<file path="src/rtl/fpmul_pkg.sv">
// Shared types and defaults for the FP multiplier normalize/round stage.
// FPMUL_FLAGS_EN enables the exception flag path in the modules that import this package.
package fpmul_pkg;

  localparam int MANT_W_DEF = 11;
  localparam int EXP_W_DEF  = 5;

  localparam logic [15:0] QNAN = 16'h7E00;

  typedef enum logic [1:0] {
    FIN  = 2'b00,
    ZERO = 2'b01,
    INF  = 2'b10,
    NAN  = 2'b11
  } fp_class_e;

  typedef struct packed {
    logic nv;
    logic of;
    logic uf;
    logic nx;
  } fp_flags_t;

endpackage

</file>
<file path="src/rtl/fpmul_rne_round.sv">
// Combinational round-to-nearest-even with overflow-to-inf and flush-to-zero.
// Flag output present only with FPMUL_FLAGS_EN.
module fpmul_rne_round
  import fpmul_pkg::*;
#(
  parameter int MANT_W = MANT_W_DEF,
  parameter int EXP_W  = EXP_W_DEF
) (
  input  logic [MANT_W-1:0]        mant_i,
  input  logic                     guard_i,
  input  logic                     sticky_i,
  input  logic signed [EXP_W+2:0]  exp_i,
  output logic [MANT_W-2:0]        frac_o,
  output logic [EXP_W-1:0]         exp_o
`ifdef FPMUL_FLAGS_EN
  ,
  output fp_flags_t                flags_o
`endif
);

  localparam int XE_W = EXP_W + 3;
  localparam logic signed [XE_W-1:0] EXP_MAX  = XE_W'((2 ** EXP_W) - 1);
  localparam logic signed [XE_W-1:0] EXP_ZERO = '0;

  logic                   round_up;
  logic [MANT_W:0]        mant_r;
  logic signed [XE_W-1:0] exp_r;
  logic                   of;
  logic                   uf;
  logic                   hidden_unused;

  assign round_up = guard_i & (sticky_i | mant_i[0]);
  assign mant_r   = {1'b0, mant_i} + {{MANT_W{1'b0}}, round_up};
  // A carry out of the significand leaves the fraction bits zero; only the exponent bumps.
  assign exp_r    = exp_i + $signed({{(XE_W-1){1'b0}}, mant_r[MANT_W]});
  assign of       = (exp_r >= EXP_MAX);
  assign uf       = (exp_r <= EXP_ZERO);
  assign hidden_unused = mant_r[MANT_W-1];

  always_comb begin
    frac_o = mant_r[MANT_W-2:0];
    exp_o  = exp_r[EXP_W-1:0];
    if (of) begin
      frac_o = '0;
      exp_o  = '1;
    end else if (uf) begin
      frac_o = '0;
      exp_o  = '0;
    end
  end

`ifdef FPMUL_FLAGS_EN
  always_comb begin
    flags_o    = '0;
    flags_o.of = of;
    flags_o.uf = uf & ~of;
    flags_o.nx = of | uf | guard_i | sticky_i;
  end
`endif

endmodule

</file>
<file path="src/rtl/fpmul_norm_round.sv">
// Post-multiply normalize + RNE round + specials, 2-stage valid/ready pipeline.
// Define FPMUL_FLAGS_EN to add the out_flags port {NV, OF, UF, NX} and its pipeline.
module fpmul_norm_round
  import fpmul_pkg::*;
#(
  parameter int MANT_W = MANT_W_DEF,
  parameter int EXP_W  = EXP_W_DEF
) (
  input  logic                      clk,
  input  logic                      rst,
  input  logic                      in_valid,
  output logic                      in_ready,
  input  logic                      in_sign,
  input  logic signed [EXP_W+1:0]   in_exp_sum,
  input  logic [2*MANT_W-1:0]       in_product,
  input  logic [1:0]                in_class,
  input  logic                      in_nv,
  output logic                      out_valid,
  input  logic                      out_ready,
  output logic [EXP_W+MANT_W-1:0]   out_result
`ifdef FPMUL_FLAGS_EN
  ,
  output logic [3:0]                out_flags
`endif
);

  localparam int P_W   = 2 * MANT_W;
  localparam int RES_W = EXP_W + MANT_W;
  localparam int XE_W  = EXP_W + 3;  // room for normalize +1 and round carry +1 without wrap
  localparam logic [RES_W-1:0] QNAN_R = {1'b0, {EXP_W{1'b1}}, 1'b1, {(MANT_W-2){1'b0}}};

  logic s1_valid_q, s1_valid_d;
  logic s2_valid_q, s2_valid_d;
  logic s1_ready, s2_ready, s1_load, s2_load;

  logic                   s1_sign_q;
  fp_class_e              s1_cls_q;
  logic [MANT_W-1:0]      s1_mant_q, mant_d;
  logic                   s1_guard_q, guard_d;
  logic                   s1_sticky_q, sticky_d;
  logic signed [XE_W-1:0] s1_exp_q, exp_d;
  logic                   norm_hi;

  logic [MANT_W-2:0]      rnd_frac;
  logic [EXP_W-1:0]       rnd_exp;
  logic [RES_W-1:0]       res_q, res_d;

  assign s2_ready  = ~s2_valid_q | out_ready;
  assign s1_ready  = ~s1_valid_q | s2_ready;
  assign in_ready  = s1_ready;
  assign s1_load   = in_valid & s1_ready;
  assign s2_load   = s1_valid_q & s2_ready;
  assign out_valid = s2_valid_q;
  assign out_result = res_q;

  always_comb begin
    s1_valid_d = s1_load | (s1_valid_q & ~s2_load);
    s2_valid_d = s2_load | (s2_valid_q & ~out_ready);
  end

  // Product is in [1,4): the top bit decides whether to shift one extra place.
  assign norm_hi  = in_product[P_W-1];
  assign mant_d   = norm_hi ? in_product[P_W-1 -: MANT_W] : in_product[P_W-2 -: MANT_W];
  assign guard_d  = norm_hi ? in_product[MANT_W-1] : in_product[MANT_W-2];
  assign sticky_d = norm_hi ? (|in_product[MANT_W-2:0]) : (|in_product[MANT_W-3:0]);
  assign exp_d    = XE_W'(in_exp_sum) + {{(XE_W-1){1'b0}}, norm_hi};

  always_ff @(posedge clk or posedge rst) begin
    if (rst) begin
      s1_valid_q <= 1'b0;
      s2_valid_q <= 1'b0;
    end else begin
      s1_valid_q <= s1_valid_d;
      s2_valid_q <= s2_valid_d;
    end
  end

  always_ff @(posedge clk or posedge rst) begin
    if (rst) begin
      s1_sign_q   <= 1'b0;
      s1_cls_q    <= FIN;
      s1_mant_q   <= '0;
      s1_guard_q  <= 1'b0;
      s1_sticky_q <= 1'b0;
      s1_exp_q    <= '0;
    end else if (s1_load) begin
      s1_sign_q   <= in_sign;
      s1_cls_q    <= fp_class_e'(in_class);
      s1_mant_q   <= mant_d;
      s1_guard_q  <= guard_d;
      s1_sticky_q <= sticky_d;
      s1_exp_q    <= exp_d;
    end
  end

`ifdef FPMUL_FLAGS_EN
  fp_flags_t rnd_flags;
`endif

  fpmul_rne_round #(
    .MANT_W (MANT_W),
    .EXP_W  (EXP_W)
  ) u_round (
    .mant_i   (s1_mant_q),
    .guard_i  (s1_guard_q),
    .sticky_i (s1_sticky_q),
    .exp_i    (s1_exp_q),
    .frac_o   (rnd_frac),
    .exp_o    (rnd_exp)
`ifdef FPMUL_FLAGS_EN
    ,
    .flags_o  (rnd_flags)
`endif
  );

  // Specials skip rounding but still occupy both stages to keep latency fixed.
  always_comb begin
    res_d = {s1_sign_q, rnd_exp, rnd_frac};
    case (s1_cls_q)
      ZERO:    res_d = {s1_sign_q, {(RES_W-1){1'b0}}};
      INF:     res_d = {s1_sign_q, {EXP_W{1'b1}}, {(MANT_W-1){1'b0}}};
      NAN:     res_d = QNAN_R;
      default: ;
    endcase
  end

  always_ff @(posedge clk or posedge rst) begin
    if (rst) begin
      res_q <= '0;
    end else if (s2_load) begin
      res_q <= res_d;
    end
  end

`ifdef FPMUL_FLAGS_EN
  logic      s1_nv_q;
  fp_flags_t flags_q, flags_d;

  always_ff @(posedge clk or posedge rst) begin
    if (rst) begin
      s1_nv_q <= 1'b0;
    end else if (s1_load) begin
      s1_nv_q <= in_nv;
    end
  end

  always_comb begin
    flags_d = '0;
    case (s1_cls_q)
      FIN:     flags_d = rnd_flags;
      NAN:     flags_d.nv = s1_nv_q;
      default: ;
    endcase
  end

  always_ff @(posedge clk or posedge rst) begin
    if (rst) begin
      flags_q <= '0;
    end else if (s2_load) begin
      flags_q <= flags_d;
    end
  end

  assign out_flags = flags_q;
`else
  logic nv_unused;
  assign nv_unused = in_nv;
`endif

endmodule

</file>
<file path="config.mk">
export PLATFORM = sky130hd
export DESIGN_NAME = fpmul_norm_round
export DESIGN_NICKNAME = d
export VERILOG_FILES = /design/src/rtl/fpmul_pkg.sv /design/src/rtl/fpmul_rne_round.sv /design/src/rtl/fpmul_norm_round.sv
export SDC_FILE = /design/constraint.sdc
export NUM_CORES = 1
export LEC_CHECK = 0
export CORE_ASPECT_RATIO = 1.75
export CORE_MARGIN = 3
export CORE_UTILIZATION = 50
export DETAILED_ROUTE_END_ITERATION = 10
export HOLD_SLACK_MARGIN = 0.05
export PLACE_DENSITY = 0.91
export SETUP_SLACK_MARGIN = 0.4
export SLEW_MARGIN = 25
export SYNTH_ARGS = -nofsm -noshare
export SYNTH_HDL_FRONTEND = slang
export SYNTH_SLANG_ARGS = --single-unit
</file>
<file path="constraint.sdc">
create_clock -name clk -period 3.9 [get_ports clk]
set_clock_uncertainty 0.2 [all_clocks]
set_input_delay 0.39 -clock clk [delete_from_list [all_inputs] [get_ports clk]]
set_output_delay 0.39 -clock clk [all_outputs]
set_load 0.02 [all_outputs]
</file>
==> flow_metrics.tcl, run 1 <==
set metrics [dict create \
    status "completed" \
    start_util 0.522 \
    hold_class "flop to flop" \
    fin_nets 319 \
    gp_congestion 0.892 \
    powerDensity_nw_per_um2 407 \
    syn_nets 263 \
    via_per_inst 5.68 \
    cts_tree "built" \
    post_drt_wl_per_cell_um 15.1 \
    die-area_sq_um 5480 \
    grt_pass1_wl_um 7580 \
    row_count 32 \
    ys_types 48 \
    drt-total-wl_um 4950 \
    n_antenna_cell 0 \
    fp.dieW_um 57.3 \
    yosys_register_bits 42 \
    slew_viol_final 0 \
    worst_slew_pin_slew_ps 665 \
    worst-path-max-fanout 7 \
    clkSlewWorstSetupHoldPaths_ps 70 \
    timing.rr.start "s1_mant_q[0]" \
    switching_share 0.306 \
    fin_util 0.689 \
    die_h_um 95.7 \
    portBuffers 53 \
    drive_gt1_frac 0.148 \
    num_vias 1862 \
    grt_max_degree 43 \
    groute.usage.overall 0.178 \
    crit_arrival_ps 3360 \
    power.switching_mw 0.378 \
    drcViolationCount 0 \
    slew_headroom 0.556 \
    min_period_over_period 0.867 \
    grt_pass1_vias 1709 \
    synthToLayoutAreaGrowth_pct 32.0 \
    synth_edf_count 0 \
    root_buffer "clkbuf_8" \
    antenna_found_initial 0 \
    cts_buffer_depth 2 \
    crit_end "out_result[14]" \
    yosysTopAreaCellShare 0.457 \
    synth_area_leaders "dfrtp_1 46%, nand2_1 6.4%, mux2i_1 5.2%" \
    final_cell_mix "53 x clkdlybuf4s50_1, 42 x dfrtp_1, 38 x nand2_1" \
    period_minus_slack_ps 3380 \
    synth_cells 220 \
    ant_nets 0 \
    clkPwrFrac 0.268 \
    ir_worst_vdd_mv 0.353 \
    cts_sinks 42 \
    ys.flop_type "dfrtp_1" \
    first_pass_iters 4 \
    mostFrequentLayoutCell "clkdlybuf4s50_1" \
    overflow 0 \
    hold_viol 0 \
    r2r_cells 11 \
    whs_ps 270 \
    total_power_mw 1.24 \
    power_frac_comb 0.277 \
    fmax_mhz 296 \
    netlist_area_sq_um 2300 \
    ys_seq_area_frac 0.457 \
    io_pins 55 \
    cts-buffers-inserted 5 \
    synth_top_area_cell "dfrtp_1" \
    end_kind "flop" \
    final-setup-viol-count 0 \
    drt-initial-drc-count 49 \
    intPower_mw 0.858 \
    reg2reg_to "out_result[14]" \
    startpoint "s1_mant_q[0]" \
    worst_skew_pair.late_latency_ps 290 \
    ys_async_sr_fraction 1.00 \
    crit_type "flop to flop" \
    fin_setup_tns_ps 0 \
    worst-r2r-setup-slack_ps 520 \
    core_sq_um 4400 \
    cp-start-kind "flop" \
    power_frac_seq 0.455 \
    syn_area_per_cell_sq_um 10.4 \
    cts_max_level 2 \
    hpwlAfterDp_um 3540 \
    rsz0062_at_grt "no" \
    required_ps 3880 \
    p_leak_nw 1.27 \
    yosysWarningCount 0 \
    maxCapViolCount 0 \
]
==> state kept, by name, indices dropped and copies added (netlist names) <==
name / cells
s1_sign_q: 1
out_valid: 1
s1_mant_q: 11
s1_valid_q: 1
out_result: 16
s1_cls_q: 2
s1_exp_q: 8
s1_guard_q: 1
s1_sticky_q: 1
==> per-layer routing <==
metal / global-route usage / up-vias / share of wire
met5: 0 / - / 0
met4: 0.0716 / 0 / 0.026
met3: 0.0349 / 13 / 0.035
met2: 0.340 / 44 / 0.59
met1: 0.186 / 898 / 0.34
li1: - / 907 / -
==> kinds of logic after synthesis <==
family | count (synthesis) | share of synthesized area
AOI/OAI and AO/OA | 48 | 0.174
adders and majority gates | 6 | 0.0327
buffers and inverters | 15 | 0.0327
xor gates and xnor gates | 17 | 0.0648
and+or+nand+nor | 75 | 0.162
muxes | 17 | 0.0768
DFF | 42 | 0.457
==> how the worst min path moves through the flow <==
stage	start	endpoint	slack, ps	cells after the start
detailed placement	out_result[15]	out_result[15]	260	2
CTS	out_result[15]	out_result[15]	270	2
global placement	out_result[15]	out_result[15]	250	2
floorplan	s1_mant_q[10]	s1_mant_q[10]	250	2
finish	out_result[15]	out_result[15]	270	2
global route	out_result[15]	out_result[15]	300	2
==> power by group through the flow <==
stage	Sequential [mW]	Clock [mW]	Combinational (mW)
after floorplan	0.583	0	0.181
after global placement	0.564	0	0.321
after detailed placement	0.566	0	0.330
after CTS	0.559	0.331	0.334
after global routing	0.571	0.353	0.373
final	0.562	0.331	0.342
==> synthesized netlist by cell type (2+ instances only) <==
library cell  count
o21ai_1          15
xor2_1            5
nor3_1            3
nor4_1            2
o31ai_2           9
inv_1             5
dfrtp_1          42
mux2_1            2
o21ai_0           7
mux2i_1          12
nand3b_1          2
xnor2_1          12
o221a_1           3
nor2_1            3
buf_6             2
nand2b_1          2
mux2_2            3
nand2_1          39
and3_1            4
nand3_1          10
ha_1              6
clkbuf_1          6
==> per-stage QoR <==
stage | instance area [sq um] | instances | setup slack [ps]
after global placement | 2860 | 317 | 296
after global routing | 3030 | 328 | 394
after floorplan | 2300 | 220 | 596
final | 3030 | 328 | 518
after detailed placement | 2860 | 317 | 246
after CTS | 2980 | 325 | 414
==> repair_timing <==
item,in CTS,in global routing
gates cloned,0,1
setup buffers,0,2
hold buffers,0,0
gates resized for setup,2,6
setup endpoints to repair,13,13
pin swaps,1,10
==> critical path, cell delays in order, from the launching register on <==
cell and delay, ps:
dfrtp_1 380, o21a_1 130, ha_2 190, nand2_2 90
nor4b_4 310, and3_1 200, ha_2 190, ha_1 260
and3_4 190, a211o_1 300, a2111o_2 600, o221a_1 240
==> final cells by class <==
class                      count  area (sq um)
fill                         331          1370
multi-input combinational    164          1220
sequential                    42          1050
timing repair buffer          58           568
clock buffer                   5          68.8
tap                           51          63.8
clock inverter                 3          40.0
inverter                       5          18.8
(Power assumes the default switching activity.)
==> run 2: changes to the inputs <==
--- a/config.mk
+++ b/config.mk
@@ -9,7 +9,7 @@
 export CORE_MARGIN = 3
 export CORE_UTILIZATION = 50
 export DETAILED_ROUTE_END_ITERATION = 10
-export HOLD_SLACK_MARGIN = 0.05
+export HOLD_SLACK_MARGIN = 0.06
 export PLACE_DENSITY = 0.91
 export SETUP_SLACK_MARGIN = 0.4
 export SLEW_MARGIN = 25
==> results of run 2 <==
Same layout as run 1: the final DEF is identical, and so are final timing and power.
==> run 3: changes to the inputs <==
--- a/config.mk
+++ b/config.mk
@@ -7,10 +7,12 @@
 export LEC_CHECK = 0
 export CORE_ASPECT_RATIO = 1.75
 export CORE_MARGIN = 3
-export CORE_UTILIZATION = 50
+export CORE_UTILIZATION = 45
+export CTS_BUF_LIST = sky130_fd_sc_hd__clkbuf_16
 export DETAILED_ROUTE_END_ITERATION = 10
+export GPL_ROUTABILITY_DRIVEN = 0
 export HOLD_SLACK_MARGIN = 0.06
-export PLACE_DENSITY = 0.91
+export PLACE_DENSITY = 0.84
 export SETUP_SLACK_MARGIN = 0.4
 export SLEW_MARGIN = 25
 export SYNTH_ARGS = -nofsm -noshare
==> run 3 against run 2 <==
  * Setup slack lost 51 ps
  * First-iteration DRC count shrank 33%
  * Largest power group unchanged
  * Critical path type unchanged
  * Fmax shrank 1.5%
==> flow_metrics.tcl, run 3 (synthesis gave the netlist of run 1 again) <==
set metrics [dict create \
    worst-r2r-setup-slack_ps 470 \
    slew_headroom 0.528 \
    die-area_sq_um 6030 \
    worst_slew_pin_slew_ps 707 \
    timing.rr.start "s1_mant_q[0]" \
    cts_tree "built" \
    cts_hold_buffers 0 \
    post_drt_wl_per_cell_um 15.4 \
    largest_reg_flops 16 \
    fin_ws_ps 467 \
    row_count 33 \
    fin_setup_tns_ps 0 \
    final_cell_mix "53 x clkdlybuf4s50_1, 42 x dfrtp_1, 38 x nand2_1" \
    n_antenna_cell 0 \
    required_ps 3860 \
    die_h_um 101 \
    fmax_mhz 291 \
    root_buffer "clkbuf_16" \
    hpwlAfterDp_um 3700 \
    slowest_stage "a2111o_2" \
    grt_pass1_wl_um 8400 \
    path_common_cell "ha_2" \
    final-setup-viol-count 0 \
    ant_nets 0 \
    slew_viol_final 0 \
    cts_sinks 42 \
    place_ws_ps 180 \
    p_leak_nw 1.28 \
    synthToLayoutAreaGrowth_pct 32.7 \
    start_util 0.480 \
    hold_start "out_result[15]" \
    drive_gt1_frac 0.138 \
    worst-path-max-fanout 7 \
    powerDensity_nw_per_um2 422 \
    period_minus_slack_ps 3430 \
    groute.usage.overall 0.182 \
    holdPathStages 2 \
    cts-buffers-inserted 5 \
    fp.dieW_um 60.0 \
    hold_viol 0 \
    r2r_cells 11 \
    drt-initial-drc-count 33 \
    core_sq_um 4790 \
    fin_nets 319 \
    hold_class "flop to flop" \
    cts_max_level 2 \
    min_period_over_period 0.880 \
    first_pass_iters 4 \
    drt-total-wl_um 5050 \
    crit_type "flop to flop" \
    mostFrequentLayoutCell "clkdlybuf4s50_1" \
    max_stage_delay_ps 590 \
    worstHoldEndpoint "out_result[15]" \
    antenna_found_initial 0 \
    worstPathCellList "o21a_1 > ha_2 > nand2_2 > nor4b_4 > and3_1 > ha_2 > ha_1 > and3_4 > a211o_1 > a2111o_2 > o221a_1" \
    whs_ps 282 \
    crit_arrival_ps 3400 \
    grt_max_degree 29 \
    num_vias 1840 \
    cp-start-kind "flop" \
    worst_skew_pair.late_latency_ps 280 \
    fin_util 0.637 \
    io_pins 55 \
    rsz0062_at_grt "no" \
    drcViolationCount 0 \
    via_per_inst 5.61 \
    portBuffers 53 \
    end_kind "flop" \
    grt_pass1_vias 1880 \
    status "completed" \
    maxCapViolCount 0 \
    clkSlewWorstSetupHoldPaths_ps 60 \
    overflow 0 \
    reg2reg_to "out_result[11]" \
    cts_buffer_depth 2 \
    ir_worst_vdd_mv 0.306 \
]
==> run 3: cell types whose count changed in the layout (fill, tap and decap cells not counted) <==
cell       previous run  this run
clkbuf_8              5         0
o31ai_4               1         0
clkbuf_16             0         5
bufinv_16             1         0
clkinv_2              2         0
o31ai_2               8         9
inv_1                 5         7
==> run 3: worst max path at each step <==
stage                                 to  cells past startpoint  slack (ps)    startpoint
after floorplan           out_result[11]                     12         600  s1_mant_q[0]
after CTS                  out_result[9]                     11         420  s1_mant_q[0]
after global placement     out_result[9]                     11         290  s1_mant_q[0]
final                     out_result[11]                     11         470  s1_mant_q[0]
after global routing      out_result[14]                     11         370  s1_mant_q[0]
after detailed placement   out_result[9]                     11         180  s1_mant_q[0]
==> run 3: power breakdown <==
part	switching (mW)	total, mW	leakage, nW	internal [mW]
sequential	0.0634	0.564	0.515	0.500
clock	0.152	0.381	0.0723	0.229
combinational	0.172	0.343	0.692	0.172
total	0.387	1.29	1.28	0.901
==> run 3: area by class of cell <==
type	instances	area (sq um)
fill	385	1740
multi-input combinational	164	1210
sequential	42	1050
timing repair buffer	58	568
clock buffer	5	125
tap	52	65.1
inverter	5	18.8
clock inverter	2	7.51
==> run 3: per-layer routing <==
metal / up-vias / routed length [um] / GRT usage
met4: 0 / 144 / 0.101
met5: - / 0 / 0
met3: 14 / 196 / 0.0295
met2: 55 / 2920 / 0.335
met1: 867 / 1790 / 0.185
li1: 904 / - / -
==> run 3: what timing repair did <==
item,CTS,global route
pin swaps,1,6
setup endpoints to repair,13,13
endpoints found under the hold margin,0,0
gates resized for setup,3,4
gates cloned,1,0
setup buffers,0,2
==> run 3: critical path: cells and delay by family (launching register included) <==
kind | cells | cell delay (ps)
AO/OA/AOI/OAI | 4 | 1280
adder cells (fa/ha/maj) | 3 | 650
flip-flops | 1 | 380
AND/OR/NAND/NOR | 4 | 800
==> run 3: through the flow <==
stage	total power [mW]	cells	instance area, sq um
6_report	1.29	328	3050
4_1_cts	1.29	326	3020
5_1_grt	1.35	328	3050
3_5_place_dp	0.898	318	2860
2_1_floorplan	0.764	220	2300
3_3_place_gp	0.886	318	2860
